[config.mk]
export PLATFORM = sky130hd
export DESIGN_NAME = ili9488_init_seq
export DESIGN_NICKNAME = d
export VERILOG_FILES = /design/src/rtl/ili9488_init_seq.sv
export SDC_FILE = /design/constraint.sdc
export NUM_CORES = 1
export LEC_CHECK = 0
export ABC_AREA = 1
export ABC_CLOCK_PERIOD_IN_PS = 5200
export CORE_UTILIZATION = 60
export DETAILED_ROUTE_END_ITERATION = 16
export PLACE_DENSITY = 0.9
export SLEW_MARGIN = 5
export SYNTH_ARGS = -nofsm -noshare
export SYNTH_HDL_FRONTEND = slang
export SYNTH_SLANG_ARGS = --single-unit
export TNS_END_PERCENT = 50
[constraint.sdc]
create_clock -name clk -period 5.2 [get_ports clk]
set_input_delay 0.52 -clock clk [delete_from_list [all_inputs] [get_ports clk]]
set_output_delay 0.52 -clock clk [all_outputs]
set_load 0.05 [all_outputs]
[src/rtl/ili9488_init_seq.sv]
// ILI9488 power-up sequencer.
// Pulses the panel hardware reset, waits for the panel to wake, then walks a
// small command/data/delay table and hands each byte to the byte writer.
// Once the end marker is reached, init_done goes high and stays high until
// the next rst_n.
module ili9488_init_seq #(
   parameter int TICKS_PER_MS = 50000,
   parameter int RST_LOW_MS   = 10,
   parameter int RST_WAIT_MS  = 120
) (
   input  logic       clk,
   input  logic       rst_n,
   input  logic       tx_busy,
   input  logic       tx_done,
   output logic [7:0] data_out,
   output logic       cs,
   output logic       dc,
   output logic       sd,
   output logic       lcd_rst_n,
   output logic       init_done
);

   localparam int            PW          = (TICKS_PER_MS > 1) ? $clog2(TICKS_PER_MS) : 1;
   localparam logic [PW-1:0] PRESC_LAST  = PW'(TICKS_PER_MS - 1);
   localparam logic [15:0]   RST_LOW_TGT = 16'(RST_LOW_MS);
   localparam logic [15:0]   RST_WAIT_TGT = 16'(RST_WAIT_MS);

   localparam logic [1:0] T_CMD   = 2'b00;
   localparam logic [1:0] T_DATA  = 2'b01;
   localparam logic [1:0] T_DELAY = 2'b10;
   localparam logic [1:0] T_END   = 2'b11;

   typedef enum logic [2:0] {
      S_RST_LOW,
      S_RST_WAIT,
      S_FETCH,
      S_ISSUE,
      S_WAIT_DONE,
      S_DELAY,
      S_DONE
   } state_t;

   // Init table: {type, value}. Unused slots hold the end marker, so the
   // index can never run past entry 15.
   function automatic logic [9:0] rom_entry(input logic [3:0] idx);
      case (idx)
         4'd0:    rom_entry = {T_CMD,   8'h01};
         4'd1:    rom_entry = {T_DELAY, 8'd120};
         4'd2:    rom_entry = {T_CMD,   8'h11};
         4'd3:    rom_entry = {T_DELAY, 8'd120};
         4'd4:    rom_entry = {T_CMD,   8'h3A};
         4'd5:    rom_entry = {T_DATA,  8'h66};
         4'd6:    rom_entry = {T_CMD,   8'h36};
         4'd7:    rom_entry = {T_DATA,  8'h48};
         4'd8:    rom_entry = {T_CMD,   8'h29};
         4'd9:    rom_entry = {T_DELAY, 8'd20};
         default: rom_entry = {T_END,   8'h00};
      endcase
   endfunction

   state_t        state_q, state_d;
   logic [3:0]    index_q, index_d;
   logic [PW-1:0] presc_q, presc_d;
   logic [15:0]   ms_q, ms_d;
   logic [7:0]    delay_ms_q, delay_ms_d;
   logic [7:0]    data_q, data_d;
   logic          dc_q, dc_d;
   logic          lcd_rst_n_q, lcd_rst_n_d;
   logic          init_done_q, init_done_d;

   logic [9:0]    rom_word;
   logic [1:0]    entry_type;
   logic [7:0]    entry_val;
   logic          timed;
   logic          ms_tick;
   logic [15:0]   ms_target;
   logic          ms_expired;
   logic          timer_clr;
   logic          cs_c;
   logic          sd_c;

   // Millisecond timebase: decode which states are timed, their length,
   // and whether the current ms is the last one of that state.
   always_comb begin
      rom_word   = rom_entry(index_q);
      entry_type = rom_word[9:8];
      entry_val  = rom_word[7:0];
      timed      = (state_q == S_RST_LOW) || (state_q == S_RST_WAIT) ||
                   (state_q == S_DELAY);
      ms_tick    = timed && (presc_q == PRESC_LAST);
      ms_target  = 16'd0;
      case (state_q)
         S_RST_LOW:  ms_target = RST_LOW_TGT;
         S_RST_WAIT: ms_target = RST_WAIT_TGT;
         S_DELAY:    ms_target = {8'd0, delay_ms_q};
         default:    ms_target = 16'd0;
      endcase
      ms_expired = ms_tick && ((ms_q + 16'd1) >= ms_target);
   end

   // Sequencer: next state, table walk and bus-side outputs.
   always_comb begin
      state_d     = state_q;
      index_d     = index_q;
      delay_ms_d  = delay_ms_q;
      data_d      = data_q;
      dc_d        = dc_q;
      lcd_rst_n_d = lcd_rst_n_q;
      init_done_d = init_done_q;
      timer_clr   = 1'b0;
      cs_c        = 1'b1;
      sd_c        = 1'b0;
      case (state_q)
         S_RST_LOW: begin
            lcd_rst_n_d = 1'b0;
            if (ms_expired) begin
               state_d     = S_RST_WAIT;
               lcd_rst_n_d = 1'b1;
               timer_clr   = 1'b1;
            end
         end
         S_RST_WAIT: begin
            if (ms_expired) begin
               state_d = S_FETCH;
            end
         end
         S_FETCH: begin
            case (entry_type)
               T_CMD, T_DATA: begin
                  data_d  = entry_val;
                  dc_d    = entry_type[0];
                  state_d = S_ISSUE;
               end
               T_DELAY: begin
                  if (entry_val != 8'd0) begin
                     delay_ms_d = entry_val;
                     timer_clr  = 1'b1;
                     state_d    = S_DELAY;
                  end else begin
                     index_d = index_q + 4'd1;
                  end
               end
               default: begin
                  state_d     = S_DONE;
                  init_done_d = 1'b1;
               end
            endcase
         end
         S_ISSUE: begin
            cs_c = 1'b0;
            if (!tx_busy) begin
               sd_c    = 1'b1;
               state_d = S_WAIT_DONE;
            end
         end
         S_WAIT_DONE: begin
            cs_c = 1'b0;
            if (tx_done) begin
               index_d = index_q + 4'd1;
               state_d = S_FETCH;
            end
         end
         S_DELAY: begin
            if (ms_expired) begin
               index_d = index_q + 4'd1;
               state_d = S_FETCH;
            end
         end
         S_DONE: begin
            init_done_d = 1'b1;
         end
         default: begin
            state_d = S_RST_LOW;
         end
      endcase
   end

   // Prescaler and ms counter: restart on entry to a timed state, idle at
   // zero everywhere else.
   always_comb begin
      presc_d = '0;
      ms_d    = 16'd0;
      if (timer_clr) begin
         presc_d = '0;
         ms_d    = 16'd0;
      end else if (timed) begin
         presc_d = ms_tick ? '0 : presc_q + 1'b1;
         ms_d    = ms_tick ? ms_q + 16'd1 : ms_q;
      end
   end

   // State and datapath registers.
   always_ff @(posedge clk or negedge rst_n) begin
      if (!rst_n) begin
         state_q     <= S_RST_LOW;
         index_q     <= 4'd0;
         presc_q     <= '0;
         ms_q        <= 16'd0;
         delay_ms_q  <= 8'd0;
         data_q      <= 8'd0;
         dc_q        <= 1'b0;
         lcd_rst_n_q <= 1'b0;
         init_done_q <= 1'b0;
      end else begin
         state_q     <= state_d;
         index_q     <= index_d;
         presc_q     <= presc_d;
         ms_q        <= ms_d;
         delay_ms_q  <= delay_ms_d;
         data_q      <= data_d;
         dc_q        <= dc_d;
         lcd_rst_n_q <= lcd_rst_n_d;
         init_done_q <= init_done_d;
      end
   end

   assign data_out  = data_q;
   assign dc        = dc_q;
   assign cs        = cs_c;
   assign sd        = sd_c;
   assign lcd_rst_n = lcd_rst_n_q;
   assign init_done = init_done_q;

endmodule

# Word level (Yosys, flattened, before mapping)
# Memory sizes are Yosys's and may differ from the RTL's.
# Cells that the tools add are included.
[totals]
memories = 1
word_cells = 80
mem_bits_ro = 144
output_inout_bits = 13
inputBits = 4
reg_bits = 58
[memory_table]
columns = ["memory", "depth", "word_bits", "read_ports", "rd_clocked_by_memory_dff", "write_ports", "line", "text"]
rows = [
  ["(no name shown)", 16, 9, 1, 0, 0, "46", "case (idx)"],
]
[classes]
eq_ne = 19
n_addsub = 3
n_reduce_logical = 18
muxes = 28
magnitude_cmp = 1
bitwise_logic = 1
[ops]
columns = ["op", "n"]
rows = [
  ["2-to-1 mux 16 bit", 6],
  ["adder 16 x 1 -> 16 bit, second input constant", 2],
  ["one-hot mux 8 bit (3 select lines)", 1],
  ["one-hot mux 3 bit (6 select lines)", 1],
  ["equality test 16 bit, second input constant", 1],
  ["greater-or-equal comparator 16 bit", 1],
  ["2-to-1 mux 4 bit", 4],
  ["2-to-1 mux 3 bit", 5],
  ["!= test 2 bit, second input constant", 7],
  ["one-hot mux 4 bit (3 select lines)", 1],
  ["equality test 3 bit, second input constant", 3],
  ["nonzero test 8 bit", 1],
  ["2-to-1 mux 1 bit", 7],
  ["equality test 3 x 2 -> 1 bit, second input constant", 2],
  ["one-hot mux 3 bit (2 select lines)", 1],
  ["AND reduction 6 bit", 1],
  ["OR reduction 2 bit", 3],
  ["AND reduction 5 bit", 1],
  ["adder 4 x 1 -> 4 bit, second input constant", 1],
  ["one-hot mux 1 bit (2 select lines)", 2],
  ["AND reduction 2 bit", 2],
  ["equality test 3 x 1 -> 1 bit, second input constant", 1],
  ["zero test 3 bit", 1],
  ["!= test 3 x 1 -> 1 bit, second input constant", 1],
  ["12 further kinds", 14],
]

# Depth between registers and ports, before layout
# Gate-level depths: netlist of the first run.
[depth]
depth_word = 8
depth_mapped = 21
ltp_nobuf = 21

# Least setup slack after synthesis of the first run
# No wires, ideal clock.
[synth_path]
path_kind = "flip-flop to flip-flop"
start = "reg state_q[0]"
end = "reg ms_q[12]"
slack_ps = 2913
path_buffers = 1
period_less_slack_ps = 2287
stages_incl_launch_ff = 21
t_required_ps = 5082
setup_ps = 118
t_arrival_ps = 2169
cell_sequence = "dfrtp_1 > inv_1 > nor2_1 > inv_1 > nor2_1 > nand2_1 > nand2_1 > inv_1 > ha_1 > inv_1 > a21oi_1 > o21bai_1 > nand2_1 > nand2_1 > nand3_1 > nand2_1 > nand3_2 > nand3_4 > buf_6 > nand4_1 > nand2_1"
[synth_between]
elab_chain_cells = 8
word_cells_on_any_way = 15
cone_classes = "order compare: 1; eq/ne: 4; mux: 5; reduce/logical: 5"
[synth_rtl]
columns = ["element", "line", "text"]
rows = [
  ["from (decl)", "61", "state_t state_q, state_d;"],
  ["from (signal assigned)", "205", "state_q <= state_d;"],
  ["branches (longest 8 deep; another with greater-or-equal comparator 16 bit)", "-", ""],
  ["to (signal assigned)", "208", "ms_q <= ms_d;"],
  ["to (decl)", "64", "logic [15:0] ms_q, ms_d;"],
]
# Parallel ways; which one is timed is not known.
# A chain may end at the register's enable or synchronous reset.

# Worst setup path after layout of the first run
[layout_path]
start = "reg state_q[0]"
end = "reg state_q[2]"
[layout_between]
elab_chain_cells = 7
word_cells_on_any_way = 22
cone_classes = "order compare: 1; eq/ne: 11; mux: 2; bitwise: 1; reduce/logical: 7"
[layout_rtl]
columns = ["element"]
rows = [
  ["branches (longest 7 deep; another with greater-or-equal comparator 16 bit)"],
]
# Parallel ways; which one is timed is not known.

==> impl_metrics.env, run 1 <==
export IMPL_p_comb_share_pct=2.4
export IMPL_clock_latency_ns=0.31
export IMPL_antenna_found_initial=0
export IMPL_cts_resized=0
export IMPL_endpoint="state_q[2]"
export IMPL_path_class="flip-flop to flip-flop"
export IMPL_drt_wl_total_um=7528
export IMPL_port_buffers=15
export IMPL_rsz0062_at_grt="false"
export IMPL_switchingPower_mw=0.1594
export IMPL_drv_cap=0
export IMPL_async_reset_ff_share_pct=100.0
export IMPL_post_route_period_util_pct=55.61
export IMPL_hpwl_um=5461
export IMPL_yosysMostFrequentCell="nand2_1"
export IMPL_worstPathArrival_ns=3.10
export IMPL_crit_path_top_delay_cell="dfrtp_1"
export IMPL_reg2reg_to="state_q[2]"
export IMPL_leakage_nw=1.901
export IMPL_yosys_area_top_type_share_pct=40.65
export IMPL_clk_path_buf_depth=2
export IMPL_sw_frac_of_total_pct=21.49
export IMPL_synth_edf_count=0
export IMPL_yosys_warnings=0
export IMPL_crit_required_ns=5.41
export IMPL_die_h_um=77.80
export IMPL_cts_buffers=5
export IMPL_syn_num_nets=484
export IMPL_hold_viol=0
export IMPL_grt_overflow=0
export IMPL_grt_first_pass_wirelength_um=13310
export IMPL_rrSetupSlack_ns=2.31
export IMPL_powerDensity_nw_per_um2=197.5
export IMPL_ctsRootBufferMaster="clkbuf_8"
export IMPL_slew_violations=0
export IMPL_critPathLaunch="state_q[0]"
export IMPL_run_status="complete, no violations"
export IMPL_synth_largest_area_cell="dfrtp_1"
export IMPL_die_w_um=77.80
export IMPL_clock_sinks=56
export IMPL_via_count=3059
export IMPL_fmax_mhz=345.8
export IMPL_ys_flop_type="dfrtp_1"
export IMPL_start_kind="flip-flop"
export IMPL_cts_htree_levels=2
export IMPL_synth_area_leaders="dfrtp_1 41%, nand2_1 15%, inv_1 6.3%"
export IMPL_wl_per_cell_um=13.61
export IMPL_layout_drive_gt1_share_pct=7.277
export IMPL_slew_limit_headroom_pct=49.24
export IMPL_grt_usage_pct=27.64
export IMPL_tns_ns=0
export IMPL_final_nets=499
export IMPL_avgViaCountPerCell=5.532
export IMPL_critPathMaxStageDelay_ns=0.42
export IMPL_route_detailed_drc=0
export IMPL_fillers=426
export IMPL_ioPinCount=17
export IMPL_antenna_left=0
export IMPL_grt_max_degree=57
export IMPL_finClkSkew_ns=0.007416
export IMPL_vdd_drop_max_uv=151.7
export IMPL_drtIter0Drc=216
export IMPL_p_int_mw=0.5823
export IMPL_postCtsSetupRepairBufs=0
export IMPL_finalPower_mw=0.7417
export IMPL_die_area_um2=6052
export IMPL_cts_clk_slew_worst_paths_ns=0.10
export IMPL_syn_area_um2=3447
export IMPL_p_seq_share_pct=58.8
export IMPL_antenna_cells=0
export IMPL_core_um2=5507
export IMPL_gp_congestion=0.9084
export IMPL_initial_core_util_pct=62.60
export IMPL_syn_to_final_growth_pct=8.929
export IMPL_clock_power_share_pct=38.8
export IMPL_min_delay_path_class="primary input to asynchronous set/reset pin"
export IMPL_crit_path_max_fanout=6
export IMPL_synth_commonest_cells="136 x nand2_1, 58 x inv_1, 56 x dfrtp_1"
export IMPL_crit_top_cell="nand2_1"
export IMPL_path_cells="inv_1, nor2_1, inv_1, nor2_1, nand2_1, nand2_1, inv_1, ha_1, inv_1, a21oi_1, o21bai_1, nand2_1, nand2_1, nand3_1, nand2_1, nand3_2, nand2_1, nand2_1, nand2_1, nand2_1, nand2_1"
export IMPL_dr_pass1_iters=5
export IMPL_avgSynthCellArea_um2=7.413
export IMPL_grt_pass1_vias=3090
export IMPL_synth_seq_area_share_pct=40.65
export IMPL_worst_pin_slew_ns=0.7606
export IMPL_r2r_start="state_q[0]"
export IMPL_rows=27
export IMPL_layout_min_cycle_time_ns=2.892
export IMPL_hold_buffers=0
export IMPL_cts_tree="done"
export IMPL_ys_ff_latch=56
export IMPL_syn_inst=465
export IMPL_yosys_cell_types_count=38
export IMPL_setup_viol=0
export IMPL_r2r_cells=21
export IMPL_cp_end_kind="flip-flop"
placed cells by master, fill, tap and decap left out, types with 2 or more instances in the layout:
master           netlist  routed
nand3_1               24      24
o21ai_0               20      20
nand3_2                2       2
ha_1                  15      15
xor2_1                 8       8
nand4_1               24      24
a21oi_1               13      13
inv_1                 58      58
clkinv_1               2       2
clkdlybuf4s50_1        0      14
inv_2                  2       2
a31oi_1                2       2
nor4_1                 2       2
nand2_2                6       6
nor2_2                 6       6
nor2_1                49      49
nand2_1              136     136
clkbuf_8               0       5
nor4_2                 2       2
dfrtp_1               56      56
nor3_1                 7       7
xnor2_1                2       2
o21ai_1                3       3
nor2_4                 2       2
nand3b_1               5       5
kinds of logic after synthesis:
kind of cell	after synthesis	share of synthesized area (%)
adder cells (fa/ha/maj)	15	5.445
AO/OA/AOI/OAI	43	6.752
AND/OR/NAND/NOR	270	36.41
buffers and inverters	70	8.095
flip-flops	56	40.65
XOR/XNOR	10	2.541
other	1	0.1088
area by class of cell:
cell class | instances | area, um^2 | area share, %
multi-input combinational | 339 | 1767 | 47.05
sequential | 56 | 1401 | 37.32
inverter | 62 | 232.7 | 6.198
timing repair buffer | 16 | 152.6 | 4.065
tap | 72 | 90.09 | 2.399
clock buffer | 5 | 68.82 | 1.833
clock inverter | 3 | 42.54 | 1.133
flip-flops by register name, summed over array words and instances (netlist names):
name / count
presc_q: 16
index_q: 4
init_done: 1
delay_ms_q: 7
ms_q: 16
state_q: 3
data_out: 7
lcd_rst_n: 1
dc: 1
per-layer routing:
metal	share of wire, %	vias up	GRT usage, %
met1	42	1404	33.56
met2	50	105	47.96
met4	2.1	0	12.26
met5	0	-	0
met3	5.5	21	4.706
li1	-	1529	-
worst max-delay path: cells and delay by family (launching register included):
| family | cells | cell delay, ns |
|---|---|---|
| AOI/OAI and AO/OA | 2 | 0.25 |
| adders and majority gates | 1 | 0.27 |
| DFF | 1 | 0.42 |
| and+or+nand+nor | 14 | 1.53 |
| buffers and inverters | 4 | 0.32 |
how the worst min path moves through the flow:
| stage | slack, ns | end | startpoint |
|---|---|---|---|
| after floorplan | 0.22 | data_out[0] | rst_n |
| after global placement | 0.45 | presc_q[0] | presc_q[0] |
| after detailed placement | 0.46 | init_done | init_done |
| after CTS | 0.36 | delay_ms_q[0] | rst_n |
| after global routing | 0.40 | delay_ms_q[4] | rst_n |
| final | 0.31 | ms_q[15] | rst_n |
power by group through the flow:
stage / Combinational [mW] / Clock, mW / Sequential (mW)
detailed placement: 0.0187 / 0 / 0.445
floorplan: 0.00697 / 0 / 0.445
finish: 0.0182 / 0.288 / 0.436
CTS: 0.0189 / 0.290 / 0.436
global route: 0.0213 / 0.302 / 0.436
global placement: 0.0181 / 0 / 0.444
stage by stage:
step	cells	area, um^2	util [%]	hold slack, ns	worst slack (ns)
after floorplan	465	3447	-	0.2244	2.913
after CTS	553	3755	68.19	0.3590	2.379
final	553	3755	68.19	0.3142	2.308
after detailed placement	545	3643	66.17	0.4645	2.450
after global placement	545	3643	66.17	0.4502	2.751
after global routing	553	3755	68.19	0.4032	1.989
Power figures use the tool's default switching activity.
==> run 2: changes to the inputs <==
--- a/config.mk
+++ b/config.mk
@@ -6,10 +6,10 @@
 export NUM_CORES = 1
 export LEC_CHECK = 0
 export ABC_AREA = 1
-export ABC_CLOCK_PERIOD_IN_PS = 5200
-export CORE_UTILIZATION = 60
+export ABC_CLOCK_PERIOD_IN_PS = 2300
+export CORE_UTILIZATION = 55
 export DETAILED_ROUTE_END_ITERATION = 16
-export PLACE_DENSITY = 0.9
+export PLACE_DENSITY = 0.88
 export SLEW_MARGIN = 5
 export SYNTH_ARGS = -nofsm -noshare
 export SYNTH_HDL_FRONTEND = slang
==> constraint.sdc (replaced) <==
create_clock -name clk -period 2.3 [get_ports clk]
set_input_delay 0.23 -clock clk [delete_from_list [all_inputs] [get_ports clk]]
set_output_delay 0.23 -clock clk [all_outputs]
set_load 0.05 [all_outputs]
==> impl_metrics.env, run 2 (same netlist as run 1, synthesis figures left out) <==
export IMPL_rows=28
export IMPL_antenna_cells=0
export IMPL_ctsRootBufferMaster="clkbuf_8"
export IMPL_drtIter0Drc=330
export IMPL_fillers=441
export IMPL_finalPower_mw=1.627
export IMPL_crit_family="simple AND/OR/NAND/NOR gates"
export IMPL_clock_sinks=56
export IMPL_final_cell_mix="129 x nand2_1, 54 x inv_1, 54 x dfrtp_1"
export IMPL_slew_limit_headroom_pct=50.39
export IMPL_powerDensity_nw_per_um2=393.7
export IMPL_initial_core_util_pct=57.54
export IMPL_grt_overflow=0
export IMPL_fin_area_um2=4134
export IMPL_antenna_found_initial=0
export IMPL_largestRegisters="ms_q: 16 flops, presc_q: 16 flops"
export IMPL_vdd_drop_max_uv=345.3
export IMPL_dr_pass1_iters=7
export IMPL_grt_usage_pct=26.41
export IMPL_wl_per_cell_um=15.77
export IMPL_grt_pass1_vias=3061
export IMPL_critPathMaxStageDelay_ns=0.44
export IMPL_multi_input_area_um2=1938
export IMPL_finClkSkew_ns=0.002349
export IMPL_rrSetupSlack_ns=-0.17
export IMPL_route_detailed_drc=0
export IMPL_post_route_period_util_pct=107.3
export IMPL_die_h_um=81.17
export IMPL_cts_buffers=5
export IMPL_worst_slack_ns=-0.1674
export IMPL_holdPathStages=1
export IMPL_cts_htree_levels=2
export IMPL_rsz0062_at_grt="true"
export IMPL_path_class="flip-flop to flip-flop"
export IMPL_crit_path_top_delay_cell="dfrtp_1"
export IMPL_run_status="complete, but fails checks"
export IMPL_grt_first_pass_wirelength_um=13460
export IMPL_min_delay_path_class="flip-flop to flip-flop"
export IMPL_final_seq_area_um2=1404
export IMPL_clk_path_buf_depth=2
export IMPL_hold_viol=0
export IMPL_layout_min_cycle_time_ns=2.467
export IMPL_hpwl_um=5562
export IMPL_slew_violations=0
export IMPL_crit_required_ns=2.55
export IMPL_die_area_um2=6588
export IMPL_final_nets=527
export IMPL_worst_pin_slew_ns=0.7374
export IMPL_core_um2=5991
export IMPL_start_kind="flip-flop"
export IMPL_drv_cap=0
export IMPL_ioPinCount=17
export IMPL_layout_drive_gt1_share_pct=17.52
export IMPL_gp_congestion=0.8902
export IMPL_path_buf_inv=2
export IMPL_grt_max_degree=30
export IMPL_worstPathArrival_ns=2.72
export IMPL_holdWs_ns=0.4669
export IMPL_path_cells="nor2_4, inv_2, nor3_1, ha_1, inv_1, a21oi_2, o21bai_1, nand2_1, nand2_1, nand3_2, nand2_2, nand3_4, nand2_4, nand2_4, nand2_4, nand2_1, nand2_1"
export IMPL_port_buffers=15
export IMPL_crit_top_cell="nand2_1"
export IMPL_stdcell_count=583
export IMPL_die_w_um=81.17
export IMPL_crit_path_max_fanout=5
export IMPL_leakage_nw=2.083
export IMPL_dp_cells=562
export IMPL_via_count=3359
export IMPL_fmax_mhz=405.3
export IMPL_antenna_left=0
export IMPL_violations="negative setup slack"
export IMPL_drt_wl_total_um=9196
export IMPL_setup_viol=24
export IMPL_avgViaCountPerCell=5.762
export IMPL_tns_ns=-2.839
export IMPL_r2r_cells=17
export IMPL_syn_to_final_growth_pct=19.93
export IMPL_cts_clk_slew_worst_paths_ns=0.09
export IMPL_clock_latency_ns=0.31
export IMPL_place_area_um2=3762
export IMPL_cts_tree="done"
export IMPL_final_common_cell="nand2_1"
export IMPL_cp_end_kind="flip-flop"
export IMPL_path_depth=17
==> run 2: worst register-to-register path, stage by stage (launching register included) <==
cell and delay [ns]:
dfrtp_1 0.44, nor2_4 0.16, inv_2 0.08, nor3_1 0.22, ha_1 0.29, inv_1 0.07, a21oi_2 0.06, o21bai_1 0.20
nand2_1 0.08, nand2_1 0.08, nand3_2 0.07, nand2_2 0.09, nand3_4 0.16, nand2_4 0.14, nand2_4 0.08, nand2_4 0.08
nand2_1 0.05, nand2_1 0.06
==> run 2: cell type report <==
class                           instances  area share (%)
Clock buffer                            7           2.331
Inverter                               62           5.690
Multi-Input combinational cell        341           46.88
Sequential cell                        56           33.96
Tap cell                               75           2.270
Timing Repair Buffer                   42           8.868
==> run 2: worst paths after layout <==
check | startpoint | endpoint
min in group asynchronous | rst_n | ms_q[11]
min reg2reg | presc_q[0] | presc_q[0]
max reg2reg | state_q[1] | index_q[3]
max | state_q[1] | index_q[3]
max in group asynchronous | rst_n | ms_q[2]
min | presc_q[0] | presc_q[0]
==> run 2: routing by layer <==
| layer | vias up | share of wire (%) | global-route usage (%) |
|---|---|---|---|
| li1 | 1586 | - | - |
| met2 | 152 | 51 | 44.29 |
| met4 | 0 | 2.7 | 7.500 |
| met5 | - | 0 | 0 |
| met1 | 1601 | 41 | 35.11 |
| met3 | 20 | 6.1 | 4.382 |
==> run 2: what timing repair did <==
item	in CTS	in global routing
hold buffers	1	0
endpoints found under the setup margin	23	31
cloned	1	1
pin swaps	5	19
hold endpoints to repair	27	0
setup buffers	3	9
resized for setup	11	33
==> run 2: where the power goes <==
| part | total [mW] | leakage (nW) | switching (mW) | internal (mW) |
|---|---|---|---|---|
| sequential | 0.985 | 0.763 | 0.000616 | 0.985 |
| clock | 0.579 | 0.0503 | 0.310 | 0.269 |
| combinational | 0.0633 | 1.27 | 0.0434 | 0.0199 |
==> run 2: stage by stage <==
stage	setup WS (ns)	utilization (%)
after floorplan	0.01277	-
after global placement	0.07805	62.80
after detailed placement	-0.01227	62.80
after CTS	0.005509	65.73
after global routing	-0.2775	69.01
final	-0.1674	69.01
